==> src/rtl/p09_spi_pkg.sv <==
// Shared constants, frame state type and width helpers for the SPI slave.
package p09_spi_pkg;

  localparam int MODE0 = 0;
  localparam int MODE1 = 1;
  localparam int MODE2 = 2;
  localparam int MODE3 = 3;

  typedef enum logic {
    IDLE   = 1'b0,
    ACTIVE = 1'b1
  } frame_state_t;

  function automatic int idx_width(input int max_words);
    return (max_words > 2) ? $clog2(max_words) : 1;
  endfunction

endpackage

==> src/rtl/p09_spi_slave_gen_if.sv <==
// SPI pin bundle between the pad ring (master side) and the slave core.
interface p09_spi_slave_gen_if;
  logic sck;
  logic ss;
  logic mosi;
  logic miso;
  logic miso_en;

  modport master (output sck, ss, mosi, input miso, miso_en);
  modport slave  (input sck, ss, mosi, output miso, miso_en);
endinterface

==> src/rtl/p09_spi_sync_edge.sv <==
// Multi-flop synchroniser with rise/fall detection on the synchronised output.
module p09_spi_sync_edge #(
  parameter int   STAGES  = 2,
  parameter logic RST_VAL = 1'b0
) (
  input  logic clk,
  input  logic rst,
  input  logic din,
  output logic rise,
  output logic fall
);
  logic [STAGES-1:0] sync_q;
  logic              prev_q;
  logic [STAGES:0]   flush_q;

  always_ff @(posedge clk) begin
    if (rst) begin
      sync_q  <= {STAGES{RST_VAL}};
      prev_q  <= RST_VAL;
      flush_q <= '0;
    end else begin
      sync_q  <= {sync_q[STAGES-2:0], din};
      prev_q  <= sync_q[STAGES-1];
      flush_q <= {flush_q[STAGES-1:0], 1'b1};
    end
  end

  // Edges are suppressed until both compared samples come from the pin,
  // so a level differing from RST_VAL across reset is not seen as an edge.
  assign rise = flush_q[STAGES] &  sync_q[STAGES-1] & ~prev_q;
  assign fall = flush_q[STAGES] & ~sync_q[STAGES-1] &  prev_q;

endmodule

==> src/rtl/p09_spi_slave_gen.sv <==
// Parametrised SPI slave: snapshots game state onto miso, collects command words.
//   state  | meaning
//   IDLE   | ss high, sck ignored, miso pad disabled
//   ACTIVE | frame in progress, shifting snapshot out and words in
module p09_spi_slave_gen
  import p09_spi_pkg::*;
#(
  parameter int  STATE_SIZE  = 41,
  parameter int  WORD_W      = 16,
  parameter int  MAX_WORDS   = 4,
  parameter int  SPI_MODE    = MODE0,
  parameter int  SYNC_STAGES = 2,
  localparam int IDX_W       = idx_width(MAX_WORDS)
) (
  input  logic                  clk,
  input  logic                  rst,
  p09_spi_slave_gen_if.slave    spi,
  input  logic [STATE_SIZE-1:0] state,
  output logic [WORD_W-1:0]     write_value,
  output logic [IDX_W-1:0]      write_index,
  output logic                  write_en,
  output logic                  start_transaction,
  output logic                  end_transaction,
  output logic                  short_frame,
  output logic                  overflow
);
  localparam logic CPOL   = (SPI_MODE == MODE2) || (SPI_MODE == MODE3);
  localparam logic CPHA   = (SPI_MODE == MODE1) || (SPI_MODE == MODE3);
  localparam int   BIT_W  = $clog2(WORD_W);
  localparam int   WCNT_W = $clog2(MAX_WORDS + 1);

  logic sck_rise, sck_fall, ss_rise, ss_fall;
  logic [SYNC_STAGES-1:0] mosi_sync_q;
  logic mosi_s, lead_edge, trail_edge, sample_edge, shift_edge;

  frame_state_t          fsm_q, fsm_d;
  logic [STATE_SIZE-1:0] snap_q;
  logic [WORD_W-2:0]     shreg_q;
  logic [WORD_W-1:0]     shreg_d;
  logic [BIT_W-1:0]      bit_cnt_q;
  logic [WCNT_W-1:0]     word_cnt_q;
  logic                  first_shift_q;

  p09_spi_sync_edge #(.STAGES(SYNC_STAGES), .RST_VAL(CPOL)) u_sck_sync (
    .clk(clk), .rst(rst), .din(spi.sck), .rise(sck_rise), .fall(sck_fall)
  );

  p09_spi_sync_edge #(.STAGES(SYNC_STAGES), .RST_VAL(1'b1)) u_ss_sync (
    .clk(clk), .rst(rst), .din(spi.ss), .rise(ss_rise), .fall(ss_fall)
  );

  always_ff @(posedge clk) begin
    if (rst) mosi_sync_q <= '0;
    else     mosi_sync_q <= {mosi_sync_q[SYNC_STAGES-2:0], spi.mosi};
  end

  assign mosi_s      = mosi_sync_q[SYNC_STAGES-1];
  assign lead_edge   = CPOL ? sck_fall : sck_rise;
  assign trail_edge  = CPOL ? sck_rise : sck_fall;
  assign sample_edge = CPHA ? trail_edge : lead_edge;
  assign shift_edge  = CPHA ? lead_edge : trail_edge;
  assign shreg_d     = {shreg_q, mosi_s};

  assign spi.miso    = snap_q[STATE_SIZE-1];
  assign spi.miso_en = (fsm_q == ACTIVE);

  always_comb begin
    fsm_d             = fsm_q;
    start_transaction = 1'b0;
    end_transaction   = 1'b0;
    case (fsm_q)
      IDLE: if (ss_fall) begin
        fsm_d             = ACTIVE;
        start_transaction = 1'b1;
      end
      ACTIVE: if (ss_rise) begin
        fsm_d           = IDLE;
        end_transaction = 1'b1;
      end
      default: fsm_d = IDLE;
    endcase
  end

  always_ff @(posedge clk) begin
    if (rst) begin
      fsm_q         <= IDLE;
      snap_q        <= '0;
      shreg_q       <= '0;
      bit_cnt_q     <= '0;
      word_cnt_q    <= '0;
      first_shift_q <= 1'b0;
      write_value   <= '0;
      write_index   <= '0;
      write_en      <= 1'b0;
      short_frame   <= 1'b0;
      overflow      <= 1'b0;
    end else begin
      fsm_q    <= fsm_d;
      write_en <= 1'b0;
      if (start_transaction) begin
        snap_q        <= state;
        bit_cnt_q     <= '0;
        word_cnt_q    <= '0;
        short_frame   <= 1'b0;
        overflow      <= 1'b0;
        first_shift_q <= CPHA;
      end else if (end_transaction) begin
        short_frame <= (bit_cnt_q != '0);
        bit_cnt_q   <= '0;
      end else if (fsm_q == ACTIVE) begin
        // In CPHA=1 the first leading edge would otherwise push the MSB out
        // before the master has sampled it.
        if (shift_edge) begin
          if (first_shift_q) first_shift_q <= 1'b0;
          else               snap_q <= {snap_q[STATE_SIZE-2:0], 1'b1};
        end
        if (sample_edge) begin
          shreg_q <= shreg_d[WORD_W-2:0];
          if (bit_cnt_q == BIT_W'(WORD_W - 1)) begin
            bit_cnt_q <= '0;
            if (word_cnt_q < WCNT_W'(MAX_WORDS)) begin
              write_en    <= 1'b1;
              write_value <= shreg_d;
              write_index <= word_cnt_q[IDX_W-1:0];
              word_cnt_q  <= word_cnt_q + 1'b1;
            end else begin
              overflow <= 1'b1;
            end
          end else begin
            bit_cnt_q <= bit_cnt_q + 1'b1;
          end
        end
      end
    end
  end

endmodule

==> src/flat_wrapper.sv <==
// flat-port wrapper written by rule: the top's interface ports become plain ports
module p09_spi_slave_gen_flat import p09_spi_pkg::*;
#(
  parameter int  STATE_SIZE  = 41,
  parameter int  WORD_W      = 16,
  parameter int  MAX_WORDS   = 4,
  parameter int  SPI_MODE    = MODE0,
  parameter int  SYNC_STAGES = 2,
  localparam int IDX_W       = idx_width(MAX_WORDS)
)
  (clk, rst, state, write_value, write_index, write_en, start_transaction, end_transaction, short_frame, overflow, spi_sck, spi_ss, spi_mosi, spi_miso, spi_miso_en);
  p09_spi_slave_gen_if spi_i ();
  input  logic clk;
  input  logic rst;
  input  logic [STATE_SIZE-1:0] state;
  output logic [WORD_W-1:0] write_value;
  output logic [IDX_W-1:0] write_index;
  output logic write_en;
  output logic start_transaction;
  output logic end_transaction;
  output logic short_frame;
  output logic overflow;
  input wire logic [$bits(spi_i.sck)-1:0] spi_sck;
  input wire logic [$bits(spi_i.ss)-1:0] spi_ss;
  input wire logic [$bits(spi_i.mosi)-1:0] spi_mosi;
  output wire logic [$bits(spi_i.miso)-1:0] spi_miso;
  output wire logic [$bits(spi_i.miso_en)-1:0] spi_miso_en;
  assign spi_i.sck = spi_sck;
  assign spi_i.ss = spi_ss;
  assign spi_i.mosi = spi_mosi;
  assign spi_miso = spi_i.miso;
  assign spi_miso_en = spi_i.miso_en;
  p09_spi_slave_gen #(.STATE_SIZE(STATE_SIZE), .WORD_W(WORD_W), .MAX_WORDS(MAX_WORDS), .SPI_MODE(SPI_MODE), .SYNC_STAGES(SYNC_STAGES)) u_core (.clk(clk), .rst(rst), .spi(spi_i), .state(state), .write_value(write_value), .write_index(write_index), .write_en(write_en), .start_transaction(start_transaction), .end_transaction(end_transaction), .short_frame(short_frame), .overflow(overflow));
endmodule
==> config.mk <==
export PLATFORM = sky130hd
export DESIGN_NAME = p09_spi_slave_gen_flat
export DESIGN_NICKNAME = d
export VERILOG_FILES = /design/src/rtl/p09_spi_pkg.sv /design/src/rtl/p09_spi_slave_gen_if.sv /design/src/rtl/p09_spi_sync_edge.sv /design/src/rtl/p09_spi_slave_gen.sv /design/src/flat_wrapper.sv
export SDC_FILE = /design/constraint.sdc
export NUM_CORES = 1
export LEC_CHECK = 0
export CORE_MARGIN = 2
export CORE_UTILIZATION = 41
export DETAILED_ROUTE_END_ITERATION = 7
export PLACE_DENSITY = 0.66
export REMOVE_ABC_BUFFERS = 1
export SKIP_LAST_GASP = 1
export SYNTH_ARGS = -nofsm -noshare
export SYNTH_HDL_FRONTEND = slang
export SYNTH_SLANG_ARGS = --single-unit
==> constraint.sdc <==
create_clock -name clk -period 1.8 [get_ports clk]
set_input_delay 0.27 -clock clk [delete_from_list [all_inputs] [get_ports clk]]
set_output_delay 0.27 -clock clk [all_outputs]
set_load 0.005 [all_outputs]
# Word-level counts from Yosys, hierarchy flattened

Cells that the tools add are included.

$add $sub $neg: 2
Magnitude comparators: 1
Equal/unequal tests: 2
Multiplexer cells: 14
Bitwise logic cells: 18
Reductions and logical operators: 12

Operators by type and width:

| cell                                        | count |
|---|---|
| two-way mux 41 bit                          | 4 |
| NOT 1 bit                                   | 10 |
| AND reduction 5 bit                         | 2 |
| bitwise AND 1 bit                           | 8 |
| two-way mux 1 bit                           | 8 |
| AND reduction 6 bit                         | 1 |
| OR reduction 6 bit                          | 1 |
| adder 4 x 1 -> 4 bit, second input constant | 1 |
| == test 4 bit, second input constant        | 1 |
| two-way mux 4 bit                           | 1 |
| AND reduction 4 bit                         | 1 |
| nonzero test 2 bit                          | 2 |
| nonzero test 4 bit                          | 1 |
| adder 3 x 1 -> 3 bit, second input constant | 1 |
| < comparator 3 bit, second input constant   | 1 |
| AND reduction 3 bit                         | 1 |
| OR reduction 3 bit                          | 1 |
| != test 2 bit, second input constant        | 1 |
| case mux 1 bit (2 select lines)             | 1 |
| AND reduction 2 bit                         | 1 |
| OR reduction 2 bit                          | 1 |

Bits in registers: 99
Bits of input ports: 46
Output and inout bits: 25
Logic and storage cells: 68

# Depth between registers and ports, before layout

Gate-level depths: netlist of run 1.

Depth after elaboration: 7
Depth in mapped cells: 6

# Cells and area by module

From an unflattened synthesis of run 1, not the netlist that was laid out.

Cells, all modules: 430
Area, all modules: 4207.8 µm²

By module, submodules not included:

| module            | instances | cells each | area an instance (µm²) |
|---|---|---|---|
| p09_spi_slave_gen | 1         | 402        | 3862.5 |
| p09_spi_sync_edge | 2         | 14         | 172.7 |

# Worst setup path after synthesis of run 1

Ideal clock, no wire load.

Path type: register to register
Start: reg u_core.fsm_q, in the netlist u_core.spi.miso_en
End: reg u_core.write_value[4]
Setup time: 132 ps
Arrival time: 1235 ps
Required time: 1668 ps
Setup slack: 433 ps
Cell stages (with the launch flop): 7
Cell sequence: dfxtp_1 -> buf_4 -> nand4b_1 -> buf_2 -> buf_2 -> o31ai_1 -> a21oi_1

Longest elaborated chain between the ends: 3
Elaborated cells between the ends (all ways): 5
Classes of those cells: 2 x mux; 2 x bitwise; 1 x reduce/logical

Ends and longest elaborated chain:

| what                                     | line                     | text |
|---|---|---|
| from (decl)                              | p09_spi_slave_gen.sv:36  | `frame_state_t fsm_q, fsm_d;` |
| from (signal assigned)                   | p09_spi_slave_gen.sv:98  | `fsm_q <= fsm_d;` |
| two-way mux 1 bit                        | p09_spi_slave_gen.sv:71  | `case (fsm_q)` |
| NOT 1 bit (no source line)               | --                       |  |
| AND reduction 6 bit (no source line) (*) | --                       |  |
| to (signal assigned)                     | p09_spi_slave_gen.sv:123 | `write_value <= shreg_d;` |
| to (decl)                                | p09_spi_slave_gen.sv:19  | `output logic [WORD_W-1:0] write_value,` |

Every way passes the cells marked *; elsewhere a longest branch is shown, timed or not.
A chain may end at the register's enable or synchronous reset.

# Worst setup path in the final report of run 1

Start: reg u_core.fsm_q, in the netlist u_core.spi.miso_en
End: out spi_miso_en

RTL lines:

| what      | line               | text |
|---|---|---|
| to (decl) | flat_wrapper.sv:27 | `output wire logic [$bits(spi_i.miso_en)-1:0] spi_miso_en;` |

No word-level cell between the ends.

==> metrics.yaml, run 1 <==
outcome:
  status: "finished clean"
placement:
  dpl.cell_count: 639
  place_hpwl_mm: 5.742
  finalWeightedCongestion: 0.7553
  port_buffers: 70
  pre_cts_ws_ns: 0.1974
worst_setup_path:
  critPathMaxStageDelay_ns: 0.50
  crit_type: "flip-flop to output port"
  cp-end-kind: "output port"
  cp.arrival_ns: 1.37
  critPathMaxFanout: 10
  critPathTopFamily: "buffers and inverters"
  critPathBufInv: 2
  cp.required_ns: 1.53
  rrSetupSlack_ns: 0.28
  worstPathCellList: "buf_4, clkdlybuf4s50_1"
  slowest_stage: "clkdlybuf4s50_1"
  worstSetupStartpointType: "flip-flop"
floorplanning:
  die_x_um: 104.3
  ios: 71
  rows: 36
  core_um2: 9774
  start_util: 0.4223
  die-area_um2: 10890
  die_y_um: 104.3
timing:
  clock_skew_ns: 0.007770
  fmax_mhz: 610.8
  period_needed_ns: 1.637
  worst_pin_slew_ns: 0.4867
  whs_ns: 0.4154
  fin_tns_setup_ns: 0
  maxSlewViolCount: 0
  hold_violations: 0
  fin_crit_sh: 0.9095
  setup_viol: 0
  rsz0062_at_grt: "false"
  slew_headroom: 0.6755
  timing.final.ws_setup_ns: 0.1629
synthesis:
  synth_seq_cells: 96
  post-synth-top-area-fraction: 0.4656
  yosysWarnings: 0
  synth_flop_cell: "dfxtp_1"
  syn_area_um2: 4128
  async_flop_share: 0
  synth-edff-count: 0
  synthCells: 476
  yosysUniqueCellTypes: 37
  synth.area.top_cells: "dfxtp_1, o21ai_0, a211oi_1"
  synth_top_cell_by_area: "dfxtp_1"
  syn_area_per_cell_um2: 8.672
  yosysSeqAreaShare: 0.4656
cells_and_area:
  fin_nets: 569
  antenna_cells: 0
  area_growth_pct: 23.61
  layout.cells.non_filler: 658
  layout-drive-gt1-share: 0.1048
grt:
  grt_pass1_vias: 3442
  grt_max_degree: 78
  grt_pass1_wl_mm: 15.78
  overflow: 0
  antenna_found_initial: 0
  grt_use_total: 0.1716
routing:
  drc: 0
  via_per_inst: 5.588
  initialDrtViolationCount: 174
  firstDrtPassIters: 5
  num_vias: 3677
  wl_per_cell_um: 14.21
  antenna_left: 0
  drt_wl_total_mm: 9.352
clock_network:
  clkSinkCount: 96
  hold_buffers: 0
  htree_num_levels: 3
  cts_buffers: 9
  cts_tree: "yes"
  clk_pin_slew_ns: 0.09
  cts.path.max_buffers: 2
  cts_root_buffer: "clkbuf_8"
  clkLatencyLatePin_ns: 0.36
min_path:
  hp-class: "flip-flop to flip-flop"
pwr:
  power_density_nw_per_um2: 753.5
  p_leak_nw: 1.714
  finalPower_mw: 3.845
  vdd_ir_drop_max_uv: 367.5
job:
  drv_cap: 0
metal layers:
metal	up-vias	wire length [um]	global-route usage
li1	1839	-	-
met1	1723	4434	0.2292
met2	106	4365	0.2824
met3	9	464	0.03383
met4	0	88	0.04730
met5	-	0	0
Yosys cell counts, drive strengths merged (5+ instances only):
library cell and number:
dfxtp 96, o21ai 57, nor2 44, a211oi 43
nor3 41, a21oi 38, buf 31, clkbuf 23
o31ai 20, nand4 19, nand3 15, nor2b 8
inv 5
what timing repair did:
item | 4_1_cts | 5_1_grt
gates resized for setup | 8 | 0
endpoints found under the setup margin | 2 | 0
buffers inserted | 3 | 0
layout make-up:
cell class              count  area [um2]
clock inverters             6       67.56
inverters                   5       18.77
flip-flops and latches     96        1932
clock buffers              10       137.6
repair buffers             87       863.3
well taps                 133       166.4
multi-input cells         321        1917
fillers                   912        4672
worst reg2reg max path: stages (launching register included):
cell	delay, ns
dfxtp_4	0.36
buf_4	0.15
nand4b_1	0.20
buf_4	0.31
o31ai_1	0.29
a21oi_1	0.10
report_power, final:
part | internal [mW] | switching, mW
Sequential | 2.14 | 0.0133
Clock | 0.685 | 0.773
Combinational | 0.132 | 0.0987
flip-flops by register name, indices dropped and copies added (netlist names):
register	cells
u_core.short_frame	1
u_core.overflow	1
u_core.word_cnt_q	3
u_core.snap_q	41
u_core.write_en	1
u_core.u_sck_sync.prev_q	1
u_core.shreg_q	15
u_core.u_sck_sync.sync_q	2
u_core.write_value	16
u_core.write_index	2
u_core.mosi_sync_q	2
u_core.u_ss_sync.flush_q	2
u_core.spi.miso_en	1
u_core.bit_cnt_q	4
u_core.u_sck_sync.flush_q	1
u_core.u_ss_sync.sync_q	2
u_core.u_ss_sync.prev_q	1
per-stage QoR:
stage          utilization  cell area, um2
2_1_floorplan            -            3847
3_3_place_gp        0.4980            4867
3_5_place_dp        0.4980            4867
4_1_cts             0.5220            5102
5_1_grt             0.5220            5102
6_report            0.5220            5102
cells in the final DEF, fill, tap and decap left out, types with 3 or more instances in the layout:
cell type,instances
clkbuf_8,10
nand4_1,19
nor3_1,41
nor2_1,44
a211oi_1,34
nand4b_1,3
clkdlybuf4s50_1,68
a211oi_2,9
or2_2,3
inv_1,4
nand2_1,3
nand3_1,15
o21ai_0,57
a21oi_1,38
and3_1,3
o31ai_1,20
dfxtp_1,92
ha_1,3
buf_12,3
buf_4,14
nor2b_1,7
path summary, 6_finish.rpt:
check,cells past startpoint,from,endpoint
worst min register to register,1,u_core.u_ss_sync.sync_q[0],u_core.u_ss_sync.sync_q[1]
worst max register to register,5,u_core.spi.miso_en,u_core.write_index[0]
worst max-delay path,2,u_core.spi.miso_en,spi_miso_en
worst min-delay path,1,u_core.u_ss_sync.sync_q[0],u_core.u_ss_sync.sync_q[1]
cells by family (layout without fill, tap and decap cells):
logic type / after synthesis / count (layout) / share of synthesized area
buffers and inverters: 59 / 108 / 0.07244
adder cells (fa/ha/maj): 3 / 3 / 0.009095
AO/OA/AOI/OAI: 164 / 164 / 0.2537
multiplexers: 1 / 1 / 0.002425
flip-flops: 96 / 96 / 0.4656
AND/OR/NAND/NOR: 153 / 153 / 0.1967
Note: power is estimated with default switching activity, not from simulation.
==> inputs of run 2 (changes only) <==
CTS_BUF_LIST = sky130_fd_sc_hd__clkbuf_16   (was default)
SETUP_SLACK_MARGIN = 0.5   (was default)
==> metrics.yaml, run 2 (same netlist as run 1, synthesis figures left out) <==
clock_network:
  cts_tree: "yes"
  cts.path.max_buffers: 2  # unchanged
  clkLatencyLatePin_ns: 0.34  # -0.02 ns
  hold_buffers: 0  # unchanged
  htree_num_levels: 3  # unchanged
  cts_root_buffer: "clkbuf_16"
  clk_pin_slew_ns: 0.07  # -0.02 ns
  cts_buffers: 9  # unchanged
  clkSinkCount: 96  # unchanged
routing:
  firstDrtPassIters: 5  # unchanged
  antenna_left: 0  # unchanged
  drc: 0  # unchanged
  drt_wl_total_mm: 15.11  # +62%
  via_per_inst: 6.096  # +9.1%
  wl_per_cell_um: 21.25  # +49%
  initialDrtViolationCount: 319  # +83%
  num_vias: 4334  # +18%
worst_setup_path:
  crit_type: "flip-flop to flip-flop"
  critPathMaxFanout: 8  # -2
  worstSetupStartpointType: "flip-flop"
  r2r_start: "u_core.spi.miso_en"
  cp.required_ns: 2.01  # +0.48 ns
  cp.arrival_ns: 1.77  # +0.40 ns
  critPathLaunch: "u_core.spi.miso_en"
  cp-end-kind: "flip-flop"
cells_and_area:
  antenna_cells: 0  # unchanged
  largest_reg_flops: 41  # unchanged
  fin_nets: 622  # +9.3%
  top_regs: "u_core.snap_q x41, u_core.write_value x16, u_core.shreg_q x15"
  layout_common_cells: "dfxtp_1, o21ai_0, clkdlybuf4s50_1"
  mostFrequentLayoutCell: "dfxtp_1"
  largest_register: "u_core.snap_q"
  n_fill_cell: 655  # -28%
  area_growth_pct: 72.42
  layout-drive-gt1-share: 0.3997  # +0.2949
  layout.cells.non_filler: 711  # +8.1%
floorplanning:
  ios: 71  # unchanged
  start_util: 0.4223  # unchanged
  rows: 36  # unchanged
  die_y_um: 104.3  # unchanged
  core_um2: 9774  # unchanged
  die-area_um2: 10890  # unchanged
  die_x_um: 104.3  # unchanged
timing:
  fmax_mhz: 639.3  # +4.7%
  setup_viol: 0  # unchanged
  clock_skew_ns: 0.007149  # -0.0006204 ns
  slew_headroom: 0.7520  # +0.07645
  maxSlewViolCount: 0  # unchanged
  fin_crit_sh: 0.8689  # -0.04057
  hold_violations: 0  # unchanged
  worst_pin_slew_ns: 0.3681  # -0.1186 ns
  rsz0062_at_grt: "true"
  period_needed_ns: 1.564  # -0.07303 ns
grt:
  antenna_found_initial: 0  # unchanged
  grt_pass1_vias: 4044  # +17%
  overflow: 0  # unchanged
  grt_pass1_wl_mm: 20.48  # +30%
  grt_max_degree: 44  # -44%
  grt_use_total: 0.2329  # +0.06123
placement:
  place_hpwl_mm: 5.742  # unchanged
  finalWeightedCongestion: 0.7553  # unchanged
  dpl.cell_count: 639  # unchanged
  port_buffers: 70  # unchanged
pwr:
  p_leak_nw: 2.486  # +45%
  finalPower_mw: 4.413  # +15%
  power_density_nw_per_um2: 620.0  # -18%
  vdd_ir_drop_max_uv: 480.1  # +31%
min_path:
  worstHoldStart: "u_core.u_ss_sync.sync_q[0]"
  hp-class: "flip-flop to flip-flop"
outcome:
  status: "finished clean"
job:
  drv_cap: 0  # unchanged
-- run 2: changes by cell type in the layout (fill, tap and decap cells not counted), moves of 17 or more --
cell	previous run	this run
clkdlybuf4s50_1	68	45
a211oi_1	34	7
buf_16	0	17
clkbuf_16	0	17
nor3_1	41	1
a211oi_2	9	36
o31ai_1	20	3
dlygate4sd2_1	2	22
nor3_4	0	31
-- run 2: area by class of cell --
cell class / count / area [um2] / area share
clock buffers: 9 / 225.2 / 0.03165
clock inverters: 7 / 71.32 / 0.01002
inverters: 5 / 21.27 / 0.002989
multi-input cells: 321 / 2723 / 0.3826
flip-flops and latches: 96 / 1947 / 0.2736
well taps: 133 / 166.4 / 0.02338
repair buffers: 140 / 1963 / 0.2758
-- run 2: metrics by stage --
stage,util,instance area [um2],setup TNS [ns],hold slack (ns),setup slack [ns]
after floorplan,-,3847,-118.47,0.3391,-1.690
after detailed placement,0.4980,4867,0,0.3942,0.1974
final,0.7281,7117,0,0.4099,0.2359
after global placement,0.4980,4867,0,0.3945,0.2458
after global routing,0.7281,7117,0,0.4283,0.2116
after CTS,0.6265,6123,0,0.4107,0.3434
-- run 2: critical path: stages, from the launching register on --
cell	delay (ns)
dfxtp_4	0.38
buf_6	0.11
nand4b_1	0.16
buf_4	0.20
buf_12	0.15
buf_12	0.15
nor3_2	0.20
a211oi_1	0.09
-- run 2: what timing repair did --
item | in CTS | in global routing
pin swaps | 11 | 30
cloned | 20 | 9
setup buffers | 23 | 4
resized for setup | 119 | 147
hold endpoints to repair | 0 | 0
setup endpoints to repair | 109 | 87
-- run 2: worst paths after layout --
check | end | slack (ns) | cells past startpoint
worst max-delay path | u_core.snap_q[34] | 0.24 | 7
worst min-delay path | u_core.u_ss_sync.sync_q[1] | 0.41 | 1
worst max register to register | u_core.snap_q[34] | 0.24 | 7
worst min register to register | u_core.u_ss_sync.sync_q[1] | 0.41 | 1
-- run 2: power by group --
group | internal (mW) | leakage, nW | switching (mW)
sequential | 2.14 | 0.782 | 0.0221
combinational | 0.162 | 1.56 | 0.143
clock | 1.08 | 0.139 | 0.864
total | 3.38 | 2.49 | 1.03
-- run 2: layer usage --
layer / GRT usage / part of all wire
met1: 0.2745 / 0.38
met2: 0.4043 / 0.52
met3: 0.04323 / 0.062
met4: 0.1149 / 0.042
met5: 0 / 0
